$ cat src/rtl/core_pkg.sv
// Shared types and constants for the core sequencer slice.
package core_pkg;

   localparam int XLEN_DEFAULT = 64;
   localparam int PC_INC       = 4;

   typedef enum logic [2:0] {
      ST_FETCH  = 3'd0,
      ST_WAIT   = 3'd1,
      ST_DECODE = 3'd2,
      ST_EXEC   = 3'd3,
      ST_WB     = 3'd4,
      ST_HALT   = 3'd5,
      ST_TRAP   = 3'd6
   } core_state_e;

endpackage

$ cat src/rtl/instret_counter.sv
// Wrap-around retired-instruction counter with increment enable and async clear.
module instret_counter #(
   parameter int WIDTH = 64
) (
   input  logic             clk,
   input  logic             rst_n,
   input  logic             en,
   output logic [WIDTH-1:0] count
);

   logic [WIDTH-1:0] count_r;

   // Count up by one per enabled cycle; all-ones rolls over to zero.
   always_ff @(posedge clk or negedge rst_n) begin
      if (!rst_n) begin
         count_r <= '0;
      end else if (en) begin
         count_r <= count_r + {{(WIDTH-1){1'b0}}, 1'b1};
      end else begin
         count_r <= count_r;
      end
   end

   assign count = count_r;

endmodule

$ cat src/rtl/core_seq.sv
// Multi-cycle fetch/decode/execute/writeback sequencer owning the PC,
// the instruction register, halt handling and the illegal-instruction trap.
module core_seq
   import core_pkg::*;
#(
   parameter int              XLEN     = XLEN_DEFAULT,
   parameter logic [XLEN-1:0] RESET_PC = '0
) (
   input  logic            clk,
   input  logic            rst,
   output logic            imem_req_valid,
   input  logic            imem_req_ready,
   output logic [XLEN-1:0] imem_req_addr,
   input  logic            imem_rsp_valid,
   input  logic [XLEN-1:0] imem_rsp_data,
   output logic [XLEN-1:0] inst,
   output logic            inst_valid,
   input  logic            dec_wen,
   input  logic            dec_illegal,
   output logic            rf_wen,
   output logic [XLEN-1:0] pc,
   output logic [XLEN-1:0] instret,
   input  logic            halt_req,
   output logic            halted,
   output logic            trap
);

   localparam logic [XLEN-1:0] PC_STEP = XLEN'(PC_INC);

   core_state_e     state_r;
   core_state_e     state_next_s;
   logic [XLEN-1:0] pc_r;
   logic [XLEN-1:0] inst_r;
   logic            retire_s;
   logic            imem_req_valid_r;
   logic            inst_valid_r;
   logic            rf_wen_r;
   logic            halted_r;
   logic            trap_r;

   // Next-state selection; halt_req and imem_rsp_valid only matter in WB/HALT and WAIT.
   always_comb begin
      state_next_s = state_r;
      case (state_r)
         ST_FETCH: begin
            if (imem_req_valid_r && imem_req_ready) state_next_s = ST_WAIT;
            else                                    state_next_s = ST_FETCH;
         end
         ST_WAIT: begin
            if (imem_rsp_valid) state_next_s = ST_DECODE;
            else                state_next_s = ST_WAIT;
         end
         ST_DECODE: begin
            if (dec_illegal) state_next_s = ST_TRAP;
            else             state_next_s = ST_EXEC;
         end
         ST_EXEC:  state_next_s = ST_WB;
         ST_WB, ST_HALT: begin
            if (halt_req) state_next_s = ST_HALT;
            else          state_next_s = ST_FETCH;
         end
         ST_TRAP:  state_next_s = ST_TRAP;
         default:  state_next_s = ST_FETCH;
      endcase
   end

   assign retire_s = (state_r == ST_WB);

   // State register.
   always_ff @(posedge clk or negedge rst) begin
      if (!rst) state_r <= ST_FETCH;
      else      state_r <= state_next_s;
   end

   // PC advances only when an instruction retires, so a trapped PC stays at the fault.
   always_ff @(posedge clk or negedge rst) begin
      if (!rst)          pc_r <= RESET_PC;
      else if (retire_s) pc_r <= pc_r + PC_STEP;
      else               pc_r <= pc_r;
   end

   // Instruction register: responses are only accepted while waiting for one.
   always_ff @(posedge clk or negedge rst) begin
      if (!rst)                                    inst_r <= '0;
      else if (state_r == ST_WAIT && imem_rsp_valid) inst_r <= imem_rsp_data;
      else                                         inst_r <= inst_r;
   end

   // Output flags are registered from the next state so they line up with state_r.
   // rf_wen captures dec_wen on entry to WB; decode holds it stable while inst is held.
   always_ff @(posedge clk or negedge rst) begin
      if (!rst) begin
         imem_req_valid_r <= 1'b0;
         inst_valid_r     <= 1'b0;
         rf_wen_r         <= 1'b0;
         halted_r         <= 1'b0;
         trap_r           <= 1'b0;
      end else begin
         imem_req_valid_r <= (state_next_s == ST_FETCH);
         inst_valid_r     <= (state_next_s == ST_DECODE) || (state_next_s == ST_EXEC);
         rf_wen_r         <= (state_next_s == ST_WB) && dec_wen;
         halted_r         <= (state_next_s == ST_HALT);
         trap_r           <= (state_next_s == ST_TRAP);
      end
   end

   instret_counter #(.WIDTH(XLEN)) u_instret (
      .clk   (clk),
      .rst_n (rst),
      .en    (retire_s),
      .count (instret)
   );

   assign imem_req_valid = imem_req_valid_r;
   assign imem_req_addr  = pc_r;
   assign pc             = pc_r;
   assign inst           = inst_r;
   assign inst_valid     = inst_valid_r;
   assign rf_wen         = rf_wen_r;
   assign halted         = halted_r;
   assign trap           = trap_r;

endmodule

$ cat config.mk
export PLATFORM = sky130hd
export DESIGN_NAME = core_seq
export DESIGN_NICKNAME = d
export VERILOG_FILES = /design/src/rtl/core_pkg.sv /design/src/rtl/instret_counter.sv /design/src/rtl/core_seq.sv
export SDC_FILE = /design/constraint.sdc
export NUM_CORES = 1
export LEC_CHECK = 0
export CORE_MARGIN = 2
export CORE_UTILIZATION = 30
export DETAILED_ROUTE_END_ITERATION = 7
export SYNTH_ARGS = -nofsm -noshare
export SYNTH_HDL_FRONTEND = slang
export SYNTH_SLANG_ARGS = --single-unit
export TNS_END_PERCENT = 5
$ cat constraint.sdc
create_clock -name clk -period 6.87 [get_ports clk]
set_input_delay 1.0305 -clock clk [delete_from_list [all_inputs] [get_ports clk]]
set_output_delay 1.0305 -clock clk [all_outputs]
set_load 0.05 [all_outputs]
# --- Word-level counts from Yosys, hierarchy flattened ---
# Cells that the tools add are included.
# W data, S select, Z words.
op_classes:
  add_sub_neg: 2
  n_eq_ne: 11
  mux: 5
  n_reduce_logical: 7
ops:
  columns: ["operator", "n"]
  rows:
  - ["$add A64 B1 Y64 const B", 1]
  - ["$add A64 B3 Y64 const B", 1]
  - ["$eq A3 B3 Y1 const B", 6]
  - ["$pmux W3 S6", 1]
  - ["$eq A3 B2 Y1 const B", 4]
  - ["$logic_not A3 Y1", 2]
  - ["$mux W3", 2]
  - ["$eq A3 B1 Y1 const B", 1]
  - ["$logic_and A1 B1 Y1", 3]
  - ["$mux W2", 1]
  - ["$reduce_or A2 Y1", 1]
  - ["$logic_or A1 B1 Y1", 1]
  - ["$mux W1", 1]
word_totals:
  regBits: 200
  inputBits: 71
  out_inout_bits: 261
  word_cells: 34

# --- Logic depth before layout (Yosys ltp) ---
# Gate-level depths: netlist of the first run.
depth:
  depth_word: 5
  depth_mapped: 9
  ltp_nobuf: 6

# --- By module ---
# A second synthesis of the first run with hierarchy kept.
hier_totals:
  cells_unflattened: 793
  area_unflattened_um2: 9216.3
modules_own_cells:
  columns: ["module", "instances", "cells_per_inst", "area_per_inst_um2", "seq_area_each_um2"]
  rows:
  - ["core_seq", 1, 508, 6118.4, 3353.2]
  - ["instret_counter", 1, 285, 3098.0, 1601.5]

# --- Least setup slack after synthesis of the first run ---
# OpenSTA, ideal clock, no wires.
synth_path:
  path_type: "flip-flop to flip-flop"
  from: "reg pc_r[2] (netlist: imem_req_addr[2])"
  to: "reg pc_r[60] (netlist: imem_req_addr[60])"
  setup_time_ps: 82
  arrival_time_ps: 2652
  t_required_ps: 6788
  setup_slack_ps: 4136
  path_stages_with_launch: 8
  n_path_buf: 1
  period_less_slack_ps: 2734
  cell_sequence: "dfrtp_1 -> ha_1 -> nand2_1 -> or4_4 -> or4_1 -> buf_2 -> nor4_4 -> xor2_1"
synth_between:
  elab_chain_len: 1
synth_rtl:
  columns: ["element", "line_no", "text"]
  rows:
  - ["start, declared", "core_seq.sv:32", "logic [XLEN-1:0] pc_r;"]
  - ["start signal, assigned", "core_seq.sv:78", "else if (retire_s) pc_r <= pc_r + PC_STEP;"]
  - ["start signal, assigned", "core_seq.sv:79", "else pc_r <= pc_r;"]
  - ["$add A64 B3 Y64", "core_seq.sv:78", null]
# No other way between the ends.
# A chain may end at the register's enable or synchronous reset.

# --- Worst setup path in the final report of the first run ---
layout_path:
  from: "reg state_r[1]"
  to: "reg pc_r[51] (netlist: imem_req_addr[51])"
layout_between:
  elab_chain_len: 1
layout_rtl:
  columns: ["element", "line_no", "text"]
  rows:
  - ["start, declared", "core_seq.sv:30", "core_state_e state_r;"]
  - ["start signal, assigned", "core_seq.sv:72", "else state_r <= state_next_s;"]
  - ["$eq A3 B3 Y1", "core_seq.sv:67", "assign retire_s = (state_r == ST_WB);"]
# No other way between the ends.

==> flow_metrics.tcl, run 1 <==
set metrics [dict create \
    drtPass1Iterations 4 \
    hold_ws_ps 483 \
    skew_ps 13.8 \
    period_needed_ps 3240 \
    gr-usage-all-layers_pct 15.7 \
    dieArea_um2 31500 \
    post-route-drc-count 0 \
    synth_edf_count 0 \
    reg2reg_from "state_r[1]$_DFF_PN0_" \
    slowest_delay_ps 760 \
    final-hold-violation-count 0 \
    htreeDepth 4 \
    gp_congestion 0.803 \
    fmax_ghz 0.308 \
    cts_root_buffer "clkbuf_16" \
    rows 63 \
    core_um2 29600 \
    grt_pass1_vias 6597 \
    grt_util_met2_pct 25.2 \
    synth_cells 786 \
    period_share_pct 47.2 \
    cts_buffers 17 \
    ys_warn_count 0 \
    yosys.cell_types.count 41 \
    relSlewSlack_pct 29.1 \
    dp_hpwl_um 18200 \
    grt_max_degree 116 \
    critPathLaunchType "flip-flop" \
    p_leak_nw 5.34 \
    clkSlewWorstSetupHoldPaths_ps 80 \
    critPathKind "reg -> reg" \
    worstSkewPairLatency_ps 440 \
    diodes 0 \
    outcome "finished clean" \
    critPathTopFamily "simple AND/OR/NAND/NOR gates" \
    critical_path_peak_fanout 17 \
    worstPathArrival_ps 3610 \
    portBuffers 327 \
    powerDensity_nw_per_um2 341 \
    rsz0062_at_grt "false" \
    yosysSeqAreaShare_pct 54.9 \
    cts_resized 0 \
    finalSetupTns_ps 0 \
    setup_viol 0 \
    worstPathCellList "or3b_1 -> buf_4 -> nor4_1 -> nand4b_1 -> nor4_1 -> xor2_1" \
    start_util_pct 30.5 \
    post_drt_wl_per_cell_um 17.2 \
    fill_cells 2829 \
    crit_start "state_r[1]$_DFF_PN0_" \
    nNetsFinal 1129 \
    placedCellCount 1427 \
    synth_seq_cells 198 \
    cp.required_ps 7240 \
    p_total_mw 4.39 \
    grt.met3_usage_pct 3.88 \
    met1_usage_pct 20.6 \
    totalWireLength_um 25000 \
    vias 6830 \
    ant_nets 0 \
    avgSynthCellArea_um2 11.5 \
    irDropWorstVdd_v 0.000287 \
    drv_cap 0 \
    fin_cells 1459 \
    antenna_found_initial 0 \
    cp.buffers_inverters 1 \
    slowest_stage "nand4b_1" \
    hold_path_startpoint "inst[34]$_DFFE_PN0P_" \
    clockBufferDepth 2 \
    worst_pin_slew_ps 1060 \
    drv_slew 0 \
    die_h_um 177 \
    post-cts-setup-buffer-count 0 \
    syn_area_um2 9030 \
    critPathCaptureType "flip-flop" \
    via_per_inst 4.68 \
    drive_gt1_share_pct 9.07 \
    grt_pass1_wl_um 38200 \
    area_growth_pct 42.5 \
    synth_top_flop_cell "dfrtp_1" \
    async_reset_ff_share_pct 100 \
    io_pins 332 \
    die_w_um 177 \
    postCtsHoldBufs 0 \
    cts_tree "yes" \
    gr-total-overflow 0 \
    hp-class "reg -> reg" \
    path_common_cell "nor4_1" \
    cts_sinks 198 \
    grt_busiest_layer "met2" \
    drtIter0Drc 340 \
]
registers in the layout, indices dropped and copies added, names as in the netlist:
signal           cells
u_instret.count     64
inst_valid           1
rf_wen               1
halted               1
imem_req_addr       62
inst                64
imem_req_valid       1
state_r              3
trap                 1
metrics by stage:
step / util, % / setup WS [ps] / cell area, um^2
floorplan: - / 4140 / 9040
global placement: 41.4 / 3850 / 12300
detailed placement: 41.4 / 3710 / 12300
CTS: 43.4 / 3690 / 12900
global route: 43.4 / 3460 / 12900
finish: 43.4 / 3630 / 12900
cells in the final DEF (no fill, tap or decap), drive strengths merged, types with 2 or more instances in the layout:
| master | count |
|---|---|
| clkdlybuf4s50 | 326 |
| clkinvlp | 2 |
| ha | 2 |
| clkinv | 6 |
| dfrtp | 198 |
| or3 | 4 |
| inv | 19 |
| or4 | 4 |
| a21oi | 2 |
| xor2 | 55 |
| nand4 | 34 |
| buf | 5 |
| nand4b | 2 |
| and3 | 11 |
| nor3 | 32 |
| nand3b | 2 |
| nand2 | 74 |
| and2 | 3 |
| conb | 4 |
| nor4 | 30 |
| and4 | 9 |
| nor4bb | 2 |
| xnor2 | 69 |
| nand3 | 44 |
| clkbuf | 20 |
| bufinv | 2 |
| mux2 | 64 |
| nor2 | 34 |
per-layer routing:
| layer | up-vias | wire [um] |
|---|---|---|
| li1 | 3190 | - |
| met1 | 3406 | 11000 |
| met2 | 206 | 12000 |
| met3 | 28 | 1440 |
| met4 | 0 | 546 |
| met5 | - | 0 |
synthesized netlist by cell type, types with 9 or more instances:
| cell | n | area (um^2) |
|---|---|---|
| nor4_1 | 23 | 144 |
| and3_1 | 11 | 68.8 |
| mux2_1 | 15 | 169 |
| and4_1 | 9 | 78.8 |
| xor2_1 | 55 | 482 |
| nand4_1 | 34 | 213 |
| buf_4 | 66 | 495 |
| xnor2_1 | 69 | 604 |
| nor3_1 | 32 | 160 |
| mux2_2 | 49 | 552 |
| inv_1 | 14 | 52.6 |
| nand3_1 | 44 | 220 |
| nor2_1 | 34 | 128 |
| nand2_1 | 74 | 278 |
| dfrtp_1 | 198 | 4950 |
| clkbuf_1 | 14 | 52.6 |
cells by family after synthesis:
kind of cell	count (synthesis)	synth area share (%)
and+or+nand+nor	291	17.4
DFF	198	54.9
xor gates and xnor gates	124	12.0
buffers and inverters	100	6.96
muxes	65	8.09
AOI/OAI and AO/OA	5	0.360
adders and majority gates	2	0.277
other	1	0.0415
final timing paths:
| check | cells after the start | endpoint | slack [ps] |
|---|---|---|---|
| min in group asynchronous | 1 | inst[58]$_DFFE_PN0P_ | 730 |
| hold / removal | 1 | inst[34]$_DFFE_PN0P_ | 480 |
| max in group asynchronous | 2 | u_instret.count[41]$_DFFE_PN0N_ | 4990 |
| setup reg to reg | 6 | imem_req_addr[51]$_DFFE_PN0N_ | 3630 |
| hold reg to reg | 1 | inst[34]$_DFFE_PN0P_ | 480 |
| setup / recovery | 6 | imem_req_addr[51]$_DFFE_PN0N_ | 3630 |
report_power, final:
part	internal (mW)	total [mW]	switching [mW]
Combinational	0.640	1.80	1.16
Clock	0.553	1.03	0.480
Sequential	1.40	1.56	0.157
area by class of cell:
class	count	area [um^2]	share of cell area [%]
clock inverters	13	146	1.14
multi-input cells	491	3460	26.9
well taps	390	488	3.79
flip-flops and latches	198	4950	38.5
clock buffers	19	443	3.44
repair buffers	332	3310	25.8
inverters	16	60.1	0.467
Note: power is estimated with default switching activity, not from simulation.
==> run 2, diff against run 1 <==
==> constraint.sdc (replaced) <==
create_clock -name clk -period 3.3 [get_ports clk]
set_input_delay 0.495 -clock clk [delete_from_list [all_inputs] [get_ports clk]]
set_output_delay 0.495 -clock clk [all_outputs]
set_load 0.05 [all_outputs]
==> run 2 against run 1 <==
Fmax is 16% higher. Final cell count grew 0.62%. Clock power rose by 110%. Final area grew 0.86%. Non-clock buffer count rose by 9. Routed wire length is 1.0% lower. Die area is the same. Highest routed layer unchanged. Sequential cell count unchanged. Worst setup slack got worse by 3100 ps.
==> flow_metrics.tcl, run 2 (synthesis gave the netlist of run 1 again) <==
set metrics [dict create \
    die_w_um 177 \
    setup_viol 0 \
    setup_slack_ps 515 \
    drtPass1Iterations 4 \
    rows 63 \
    p_clk_share_pct 23.2 \
    die_h_um 177 \
    post-cts-setup-buffer-count 0 \
    grt_pass1_wl_um 38800 \
    cts_root_buffer "clkbuf_16" \
    multi_input_area_um2 3460 \
    totalWireLength_um 24800 \
    critPathKind "reg -> reg" \
    finalSetupTns_ps 0 \
    cts_resized 0 \
    powerDensity_nw_per_um2 704 \
    critPathCaptureType "flip-flop" \
    skew_ps 16.1 \
    drv_cap 0 \
    hp-class "in -> async" \
    antenna_found_initial 0 \
    drv_slew 0 \
    rsz0062_at_grt "false" \
    seq_power_share_pct 35.1 \
    p_total_mw 9.14 \
    gr-usage-all-layers_pct 15.7 \
    placedCellCount 1436 \
    cts_buffers 17 \
    p_sw_mw 3.81 \
    register_area_um2 4950 \
    cts_sinks 198 \
    cts_tree "yes" \
    start_util_pct 30.5 \
    vias 6861 \
    layout_commonest_cell "clkdlybuf4s50_1" \
    htreeDepth 4 \
    worst_pin_slew_ps 715 \
    portBuffers 327 \
    final-hold-violation-count 0 \
    p_int_mw 5.33 \
    place_ws_ps 502 \
    nNetsFinal 1138 \
    ant_nets 0 \
    area_growth_pct 43.8 \
    swShare_pct 41.7 \
    postCtsHoldBufs 0 \
    dieArea_um2 31500 \
    clkSlewWorstSetupHoldPaths_ps 80 \
    critPathLaunchType "flip-flop" \
    power_frac_comb_pct 41.7 \
    grt_max_degree 84 \
    drive_gt1_share_pct 9.93 \
    post_drt_wl_per_cell_um 16.9 \
    post-route-drc-count 0 \
    core_um2 29600 \
    worstPathArrival_ps 3130 \
    gr-total-overflow 0 \
    fill_cells 2831 \
    gp_congestion 0.796 \
    p_leak_nw 5.41 \
    fmax_ghz 0.359 \
    outcome "finished clean" \
    via_per_inst 4.67 \
    diodes 0 \
    worstSkewPairLatency_ps 440 \
    critical_path_peak_fanout 9 \
    clockBufferDepth 2 \
    period_needed_ps 2780 \
    mostFrequentLayoutCells "326 x clkdlybuf4s50_1, 198 x dfrtp_1, 74 x nand2_1" \
    irDropWorstVdd_v 0.000583 \
    fin_cells 1468 \
    drtIter0Drc 316 \
    period_share_pct 84.4 \
    dp_hpwl_um 18600 \
    relSlewSlack_pct 52.3 \
    grt_pass1_vias 6673 \
    cp.required_ps 3640 \
    io_pins 332 \
]
[run 2: cell types whose count changed in the layout (fill, tap and decap cells not counted), moves of 2 or more]
cell | previous run | this run
bufinv_16 | 2 | 0
clkinvlp_4 | 2 | 0
clkinv_2 | 2 | 0
buf_4 | 5 | 12
clkinv_8 | 0 | 4
buf_12 | 0 | 2
[run 2: final cells by class]
cell class	count	share of cell area, %
flip-flops and latches	198	38.2
multi-input cells	491	26.7
repair buffers	341	26.2
well taps	390	3.76
clock buffers	19	3.49
clock inverters	13	1.19
inverters	16	0.463
[run 2: final timing paths]
| kind | from | endpoint | slack [ps] | depth (start not counted) |
|---|---|---|---|---|
| setup reg to reg | state_r[2]$_DFF_PN0_ | imem_req_addr[52]$_DFFE_PN0N_ | 520 | 5 |
| hold / removal | rst | inst[1]$_DFFE_PN0P_ | 80 | 1 |
| min in group clk | u_instret.count[63]$_DFFE_PN0N_ | u_instret.count[63]$_DFFE_PN0N_ | 470 | 1 |
| max in group asynchronous | rst | u_instret.count[23]$_DFFE_PN0N_ | 2370 | 2 |
| hold reg to reg | u_instret.count[63]$_DFFE_PN0N_ | u_instret.count[63]$_DFFE_PN0N_ | 470 | 1 |
| setup / recovery | state_r[2]$_DFF_PN0_ | imem_req_addr[52]$_DFFE_PN0N_ | 520 | 5 |
[run 2: per-stage QoR]
| step | hold WS (ps) | utilization, % | area, um^2 |
|---|---|---|---|
| after detailed placement | 465 | 41.8 | 12400 |
| after global placement | 461 | 41.8 | 12400 |
| final | 81.5 | 43.8 | 13000 |
| after CTS | 115 | 43.8 | 13000 |
| after global routing | 117 | 43.8 | 13000 |
| after floorplan | 199 | - | 9040 |
[run 2: power by group through the flow]
stage | Combinational (mW) | Clock (mW) | Sequential, mW
floorplan | 0.837 | 0 | 4.88
global placement | 3.84 | 0 | 3.24
detailed placement | 3.84 | 0 | 3.26
global route | 3.98 | 2.28 | 3.29
finish | 3.81 | 2.12 | 3.21
CTS | 3.86 | 2.18 | 3.22
[run 2: critical path: stages (launching register included)]
cell and delay [ps]:
dfrtp_1 480, or3b_1 430, or4_4 560, or4_1 720, nor4_2 330, xor2_1 170
[run 2: routing by layer]
metal / wire [um] / global-route usage, % / vias to the layer above
li1: - / - / 3201
met1: 10700 / 21.2 / 3409
met2: 11900 / 24.8 / 229
met3: 1790 / 4.50 / 22
met4: 391 / 4.30 / 0
met5: 0 / 0 / -
